==> src/rtl/i2c_mem_port.sv <==
// i2c_mem_port: byte-level register-file backend for an I2C subordinate.
// A write transfer first loads a PTR_BYTES-wide register pointer (MSB byte first), then
// writes data bytes at the pointer with auto-increment. A read transfer returns bytes from
// the current pointer with auto-increment. The pointer either wraps or saturates at the end
// of the array. An optional window of locations can be write-protected.
//
// Ports:
//   clk, rst_n          system clock, asynchronous active-low reset
//   start_det/stop_det  bus condition strobes from the protocol engine
//   addr_match_wr/rd    own-address match strobes with the R/W direction
//   rx_valid/rx_data    received byte strobe and data
//   rx_ack_valid/rx_ack ACK/NACK decision, one clock after each accepted byte
//   tx_req/master_nack  master ACKed (next byte wanted) / NACKed the last read byte
//   tx_valid/tx_data    next byte to shift out
//   wp_en/wp_violation  write-protect enable and blocked-write pulse
//   busy, ptr           status: not idle, current register pointer
module i2c_mem_port #(
  parameter int unsigned DEPTH     = 128,
  parameter int unsigned PTR_BYTES = 1,
  parameter bit          WRAP      = 1'b1,
  parameter int unsigned WP_BASE   = 0,
  parameter int unsigned WP_LIMIT  = 15,
  localparam int unsigned PTR_W    = $clog2(DEPTH)
) (
  input  logic             clk,
  input  logic             rst_n,
  input  logic             start_det,
  input  logic             stop_det,
  input  logic             addr_match_wr,
  input  logic             addr_match_rd,
  input  logic             rx_valid,
  input  logic [7:0]       rx_data,
  output logic             rx_ack_valid,
  output logic             rx_ack,
  input  logic             tx_req,
  input  logic             master_nack,
  output logic             tx_valid,
  output logic [7:0]       tx_data,
  input  logic             wp_en,
  output logic             wp_violation,
  output logic             busy,
  output logic [PTR_W-1:0] ptr
);

  localparam int unsigned     SW      = 8 * PTR_BYTES;
  localparam logic [PTR_W-1:0] PTR_MAX = PTR_W'(DEPTH - 1);
  localparam logic [1:0]       LAST_PB = 2'(PTR_BYTES - 1);

  typedef enum logic [2:0] {StIdle, StPtr, StWrite, StRdFetch, StRdHold} state_e;

  state_e           r_state, w_state_d;
  logic [PTR_W-1:0] r_ptr, w_ptr_d, w_adv_ptr;
  logic             r_end, w_end_d, w_adv_end;
  logic [1:0]       r_pcnt, w_pcnt_d;
  logic [SW-1:0]    r_stage, w_stage_d, w_stage_sh;
  logic             r_fetch, w_fetch_d;
  logic             r_tx_valid, w_tx_valid_d;
  logic [7:0]       r_tx_data, w_tx_data_d;
  logic             r_ack_valid, w_ack_valid_d;
  logic             r_ack, w_ack_d;
  logic             r_wp_viol, w_wp_viol_d;
  logic             w_mem_we;
  logic             w_wp_hit;
  logic             w_end_stop;
  logic [7:0]       r_mem [DEPTH];
  logic [7:0]       r_rd_data;

  // Staging shifted left by one byte with the new byte appended (upper byte falls off).
  assign w_stage_sh = (r_stage << 8) | SW'(rx_data);

  // Single unsigned range check covers WP_BASE <= ptr <= WP_LIMIT.
  assign w_wp_hit   = wp_en && ((32'(r_ptr) - WP_BASE) <= (WP_LIMIT - WP_BASE));
  assign w_end_stop = !WRAP && r_end;

  // Pointer advance: wrap to 0 or hold at the end and flag it.
  always_comb begin
    w_adv_ptr = r_ptr;
    w_adv_end = r_end;
    if (r_ptr != PTR_MAX) begin
      w_adv_ptr = r_ptr + 1'b1;
    end else if (WRAP) begin
      w_adv_ptr = '0;
    end else begin
      w_adv_end = 1'b1;
    end
  end

  always_comb begin
    w_state_d     = r_state;
    w_ptr_d       = r_ptr;
    w_end_d       = r_end;
    w_pcnt_d      = r_pcnt;
    w_stage_d     = r_stage;
    w_fetch_d     = r_fetch;
    w_tx_valid_d  = 1'b0;
    w_tx_data_d   = r_tx_data;
    w_ack_valid_d = 1'b0;
    w_ack_d       = 1'b0;
    w_wp_viol_d   = 1'b0;
    w_mem_we      = 1'b0;

    if (stop_det || start_det) begin
      // Any bus condition ends the transfer; a coincident rx_valid is dropped.
      w_state_d = StIdle;
    end else if (addr_match_wr) begin
      w_state_d = StPtr;
      w_pcnt_d  = '0;
      w_stage_d = '0;
    end else if (addr_match_rd) begin
      w_state_d = StRdFetch;
      w_fetch_d = 1'b0;
    end else begin
      unique case (r_state)
        StIdle: ;
        StPtr: begin
          if (rx_valid) begin
            w_ack_valid_d = 1'b1;
            w_stage_d     = w_stage_sh;
            if (r_pcnt != LAST_PB) begin
              w_ack_d  = 1'b1;
              w_pcnt_d = r_pcnt + 2'd1;
            end else if (32'(w_stage_sh) < DEPTH) begin
              w_ack_d   = 1'b1;
              w_ptr_d   = w_stage_sh[PTR_W-1:0];
              w_end_d   = 1'b0;
              w_state_d = StWrite;
            end else begin
              w_state_d = StIdle;
            end
          end
        end
        StWrite: begin
          if (rx_valid) begin
            w_ack_valid_d = 1'b1;
            if (w_wp_hit) begin
              w_wp_viol_d = 1'b1;
            end else if (!w_end_stop) begin
              w_mem_we = 1'b1;
              w_ack_d  = 1'b1;
              w_ptr_d  = w_adv_ptr;
              w_end_d  = w_adv_end;
            end
          end
        end
        StRdFetch: begin
          // Phase 0 lets the registered array read settle; phase 1 presents the byte.
          if (!r_fetch) begin
            w_fetch_d = 1'b1;
          end else begin
            w_fetch_d    = 1'b0;
            w_tx_valid_d = 1'b1;
            w_tx_data_d  = w_end_stop ? 8'hFF : r_rd_data;
            w_ptr_d      = w_adv_ptr;
            w_end_d      = w_adv_end;
            w_state_d    = StRdHold;
          end
        end
        StRdHold: begin
          w_tx_valid_d = 1'b1;
          if (master_nack) begin
            w_tx_valid_d = 1'b0;
            w_state_d    = StIdle;
          end else if (tx_req) begin
            w_tx_valid_d = 1'b0;
            w_fetch_d    = 1'b0;
            w_state_d    = StRdFetch;
          end
        end
        default: w_state_d = StIdle;
      endcase
    end
  end

  always_ff @(posedge clk or negedge rst_n) begin
    if (!rst_n) begin
      r_state     <= StIdle;
      r_ptr       <= '0;
      r_end       <= 1'b0;
      r_pcnt      <= '0;
      r_stage     <= '0;
      r_fetch     <= 1'b0;
      r_tx_valid  <= 1'b0;
      r_tx_data   <= '0;
      r_ack_valid <= 1'b0;
      r_ack       <= 1'b0;
      r_wp_viol   <= 1'b0;
    end else begin
      r_state     <= w_state_d;
      r_ptr       <= w_ptr_d;
      r_end       <= w_end_d;
      r_pcnt      <= w_pcnt_d;
      r_stage     <= w_stage_d;
      r_fetch     <= w_fetch_d;
      r_tx_valid  <= w_tx_valid_d;
      r_tx_data   <= w_tx_data_d;
      r_ack_valid <= w_ack_valid_d;
      r_ack       <= w_ack_d;
      r_wp_viol   <= w_wp_viol_d;
    end
  end

  // Storage is cleared by reset, so it is built from resettable flops.
  always_ff @(posedge clk or negedge rst_n) begin
    if (!rst_n) begin
      for (int unsigned i = 0; i < DEPTH; i++) begin
        r_mem[i] <= '0;
      end
      r_rd_data <= '0;
    end else begin
      if (w_mem_we) begin
        r_mem[r_ptr] <= rx_data;
      end
      r_rd_data <= r_mem[r_ptr];
    end
  end

  assign rx_ack_valid = r_ack_valid;
  assign rx_ack       = r_ack;
  assign wp_violation = r_wp_viol;
  assign tx_valid     = r_tx_valid;
  assign tx_data      = r_tx_data;
  assign busy         = (r_state != StIdle);
  assign ptr          = r_ptr;

endmodule

==> config.mk <==
export PLATFORM = sky130hd
export DESIGN_NAME = i2c_mem_port
export DESIGN_NICKNAME = d
export VERILOG_FILES = /design/src/rtl/i2c_mem_port.sv
export SDC_FILE = /design/constraint.sdc
export NUM_CORES = 2
export LEC_CHECK = 0
export ABC_CLOCK_PERIOD_IN_PS = 5600
export CAP_MARGIN = 40
export CELL_PAD_IN_SITES_DETAIL_PLACEMENT = 0
export CELL_PAD_IN_SITES_GLOBAL_PLACEMENT = 1
export CORE_MARGIN = 3
export CORE_UTILIZATION = 30
export DETAILED_ROUTE_END_ITERATION = 8
export GPL_TIMING_DRIVEN = 0
export PLACE_DENSITY_LB_ADDON = 0.1
export SLEW_MARGIN = 40
export SYNTH_ARGS = -nofsm -noshare
export SYNTH_HDL_FRONTEND = slang
export SYNTH_SLANG_ARGS = --single-unit
export TNS_END_PERCENT = 50
==> constraint.sdc <==
create_clock -name clk -period 5.6 [get_ports clk]
set_input_delay 0.84 -clock clk [delete_from_list [all_inputs] [get_ports clk]]
set_output_delay 0.84 -clock clk [all_outputs]
set_load 0.02 [all_outputs]
# ---- Word-level counts from Yosys, hierarchy flattened
# Index checks and enable logic that the tools add are counted.
dict set report totals {
  regBits 1057
  romBits 0
  elab_cells 250
  output_inout_bits 20
  latch_bits 0
  ramBits 0
  in_bits 18
  n_memories 0
}
dict set report classes {
  add_sub_neg 2
  reduce_logical 18
  n_mul 0
  n_lt_le_gt_ge 4
  shifts 0
  eq_ne 19
  n_mux 65
  div_mod_pow 0
  n_bitwise 4
}
# op count
set op_table {}
lappend op_table {{bitwise mux 1024 bit} 1}
lappend op_table {{binary-select mux 8 bit (select 7 bit)} 1}
lappend op_table {{demux 8 bit (select 7 bit)} 1}
lappend op_table {{2-to-1 mux 7 bit} 7}
lappend op_table {{2-to-1 mux 1 bit} 33}
lappend op_table {{2-to-1 mux 3 bit} 8}
lappend op_table {{2-to-1 mux 8 bit} 3}
lappend op_table {{one-hot mux 7 bit (3 select lines)} 1}
lappend op_table {{AND reduction 5 bit} 4}
lappend op_table {{inequality test 5 bit, second input constant} 3}
lappend op_table {{inequality test 2 bit, second input constant} 7}
lappend op_table {{2-to-1 mux 2 bit} 6}
lappend op_table {{one-hot mux 3 bit (4 select lines)} 1}
lappend op_table {{AND reduction 10 bit} 1}
lappend op_table {{nonzero test 3 bit} 3}
lappend op_table {{greater-or-equal comparator 8 bit, second input constant} 1}
lappend op_table {{less-than comparator 8 x 1 -> 1 bit, second input constant} 1}
lappend op_table {{less-than comparator 8 bit, second input constant} 1}
lappend op_table {{inverter 7 -> 8 bit} 1}
lappend op_table {{nonzero test 2 bit} 4}
lappend op_table {{adder 7 x 1 -> 7 bit, second input constant} 1}
lappend op_table {{less-or-equal comparator 7 x 4 -> 1 bit, second input constant} 1}
lappend op_table {{inequality test 7 bit, second input constant} 1}
lappend op_table {{equality test 3 x 2 -> 1 bit, second input constant} 2}
lappend op_table {{12 further kinds} 19}

# ---- Depth between registers and ports, before layout
dict set report logic_depth {
  word_depth 8
  depth_mapped 12
}

# ---- Least setup slack after synthesis
# OpenSTA, ideal clock, no wires.
dict set report synth_path {
  kind {in2reg}
  from {input port start_det}
  to {register r_mem[344] (netlist bit)}
  n_path_buf 2
  slack_ns 2.401
  arrival_ns 3.075
  path_stages 8
  path_cell_list {or3_1 clkbuf_1 or3b_4 nor4b_4 nand2_1 buf_4 nor2_4 mux2_2}
}
dict set report synth_between {
  elab_chain_cells 2
}
# element line
set synth_lines {}
lappend synth_lines {{start, declared} 27} ;# input logic start_det,
lappend synth_lines {{logical OR 1 bit} 102} ;# if (stop_det || start_det) begin
lappend synth_lines {{2-to-1 mux 1 bit} 102}
lappend synth_lines {{end signal, assigned by index} 211} ;# r_mem[r_ptr] <= rx_data;
lappend synth_lines {{end, declared} 65} ;# logic [7:0] r_mem [DEPTH];
# No other way between the ends.
# A chain may end at the register's enable or synchronous reset.

# ---- Worst setup path after layout
dict set report layout_path {
  from {register r_ptr[0] (netlist: ptr[0])}
  to {register r_rd_data[6]}
}
dict set report layout_between {
  elab_chain_cells 4
}
# element line
set layout_lines {}
lappend layout_lines {{start, declared} 52} ;# logic [PTR_W-1:0] r_ptr, w_ptr_d, w_adv_ptr;
lappend layout_lines {{start signal, assigned} 189} ;# r_ptr <= w_ptr_d;
lappend layout_lines {{inverter 7 -> 8 bit (not written as such)} 213} ;# r_rd_data <= r_mem[r_ptr];
lappend layout_lines {{binary-select mux 8 bit (select 7 bit)} 213}
lappend layout_lines {{2-to-1 mux 8 bit (not written as such) (2 in a row)} 213}
lappend layout_lines {{end signal, assigned} 213}
lappend layout_lines {{end, declared} 66} ;# logic [7:0] r_rd_data;
# No other way between the ends. The select of a mux whose other input is x is not followed.

==> results.json <==
{
  "syn-cell-area_um2": 49600,
  "syn_area_per_cell_um2": 13.4,
  "fp.coreArea_um2": 164000,
  "num_io_pins": 38,
  "place_inst": 5993,
  "nets": 3976,
  "end_kind": "flop",
  "status": "finished, violations left",
  "grt_max_degree": 104,
  "required_ns": 6.19,
  "dpl_worst_slack_ns": -0.865,
  "fin_cells": 6259,
  "leakage_nw": 27.4,
  "tns_ns": -0.439,
  "antenna_found_initial": 40,
  "detail_route.wl_per_cell_um": 44.1,
  "yosysSeqAreaShare": 0.533,
  "violations": "negative setup slack",
  "fillers": 15900,
  "hold_viol_final": 0,
  "use_met2": 0.465,
  "grt_use_met1": 0.434,
  "maxSlewViolCount": 0,
  "p_clk_frac": 0.421,
  "ys_warn_count": 0,
  "synth.net_count": 3713,
  "ys_ff_latch": 1057,
  "die_area_um2": 170000,
  "internal-power_mw": 13.9,
  "synth.area.top_cells": "dfrtp_1 53%, mux2_2 24%, nor2_4 2.0%",
  "die_w_um": 413,
  "fin_worst_skew_ns": 0.0248,
  "drtIter0Drc": 4402,
  "synthCells": 3693,
  "seqPwrFrac": 0.365,
  "cts_tree": "built",
  "max_slew_margin": 0.327,
  "peakVddDrop_v": 0.000300,
  "drc": 0,
  "max_cap_violations": 0,
  "hp-class": "reg2reg",
  "yosysUniqueCellTypes": 78,
  "async_flop_share": 1.00,
  "fin_crit_ns": 5.76,
  "final_area_um2": 59900,
  "cts.path.max_buffers": 3,
  "crit_type": "reg2reg",
  "p_sw_mw": 7.18,
  "rsz0062_at_grt": "false",
  "cts_buffers": 134,
  "use_met3": 0.0819,
  "route.vias.total": 37400,
  "p_per_area_nw_per_um2": 352,
  "multi_input_area_um2": 22000,
  "place_area_um2": 55300,
  "worstPathArrival_ns": 6.35,
  "grt_usage": 0.321,
  "gp_congestion": 0.992,
  "rows": 148,
  "dp_hpwl_mm": 199,
  "holdWs_ns": 0.477,
  "cp_max_fo": 11,
  "fmax_ghz": 0.174,
  "setup_ws_ns": -0.156,
  "area_growth_syn_to_layout_pct": 20.6,
  "yosysTopAreaCellShare": 0.533,
  "seqCellArea_um2": 26500,
  "io_buffers": 30,
  "combPwrFrac": 0.214,
  "htreeDepth": 4,
  "switching_share": 0.340,
  "dr.pass1.iters": 8,
  "floorplan.initialDensity": 0.304,
  "cts.sinks": 1057,
  "worst_pin_slew_ns": 0.994,
  "grt.overflow.total": 0,
  "wirelength_mm": 276,
  "grt_pass1_wl_mm": 362,
  "drive_above_1_share": 0.434,
  "setup_viol": 6,
  "grt_pass1_vias": 36600,
  "ant_nets": 0,
  "via_per_inst": 5.97,
  "startpoint_type": "flop",
  "clk_pin_slew_ns": 0.06,
  "clock_latency_ns": 0.77,
  "period_share": 1.03,
  "netlist.top_cell.by_area": "dfrtp_1",
  "die_h_um": 413,
  "final_util": 0.366,
  "p_total_mw": 21.1,
  "ys.flop_type": "dfrtp_1",
  "synth_edf_count": 0,
  "cts_root_buffer": "clkbuf_16",
  "busiest_layer": "met2"
}
-- sequential cells by signal, summed over array words and instances, names as in the netlist, 2 cells and up --
register	count
r_rd_data	8
tx_data	8
r_pcnt	2
ptr	7
r_mem	1024
r_state	3
-- worst max-delay path: stages (launching register included) --
cell and delay [ns]:
dfrtp_1 0.44, buf_2 0.41, buf_4 0.44, buf_2 0.47
buf_2 0.68, buf_4 0.54, clkbuf_4 0.59, nor2_1 0.11
a21oi_1 0.41, o21ai_0 0.37, a311oi_4 0.75, o31ai_2 0.23
-- layout make-up --
cell class | instances | area share
well taps | 2175 | 0.0455
flip-flops and latches | 1057 | 0.442
inverters | 13 | 0.000815
clock inverters | 33 | 0.00594
clock buffers | 207 | 0.0682
repair buffers | 127 | 0.0437
plain buffers | 314 | 0.0261
diodes | 24 | 0.00100
multi-input cells | 2309 | 0.367
-- Yosys cell counts, drive strengths merged (16+ instances only) --
cell type,number
mux2,1091
dfrtp,1057
clkbuf,212
nor2,158
nand2,138
a22oi,118
a221oi,103
buf,102
a21oi,100
o21ai,77
mux2i,61
nand3,41
a222oi,38
o22ai,35
mux4,33
a221o,27
nor2b,25
a21bo,21
nor3,21
a31oi,16
-- layout by cell type, fill, tap and decap left out, drive strengths merged, types with 41 or more instances in the layout --
cell type  instances
nand2            138
buf              196
nand3             41
mux2            1091
a221oi           103
clkbuf           420
nor2             158
o21ai             77
dfrtp           1057
a21oi            100
mux2i             61
a22oi            118
-- worst paths after layout --
kind / from / to / slack, ns / cells after the start
worst max register to register: ptr[0] / r_rd_data[6] / -0.16 / 11
worst min register to register: r_rd_data[2] / tx_data[2] / 0.48 / 1
min in group asynchronous: rst_n / r_mem[943] / 0.61 / 2
worst min-delay path: r_rd_data[2] / tx_data[2] / 0.48 / 1
max in group asynchronous: rst_n / r_mem[399] / 3.05 / 5
worst max-delay path: ptr[0] / r_rd_data[6] / -0.16 / 11
-- timing repair --
item,CTS,global route
endpoints found under the hold margin,64,0
endpoints found under the setup margin,5,1
gates resized for setup,12,1
hold buffers,1,0
setup buffers,0,0
-- power by group through the flow --
stage	clock, mW	sequential [mW]	combinational, mW
floorplan	0	7.84	1.21
global placement	0	7.88	3.83
detailed placement	0	7.84	4.31
CTS	8.99	7.70	4.32
global route	9.29	7.70	4.39
finish	8.88	7.70	4.51
-- cells by family after synthesis --
group	share of synthesized area
flip-flops	0.533
AND/OR/NAND/NOR	0.0628
XOR/XNOR	0.000176
multiplexers	0.275
buffers and inverters	0.0276
adder cells (fa/ha/maj)	0.000504
AO/OA/AOI/OAI	0.101
-- per-layer routing --
metal  wire [um]  up-vias
li1            -    14500
met1      118000    20200
met2      117000     2086
met3       22600      594
met4       17600       14
met5          97        -
Note: power is estimated with default switching activity, not from simulation.
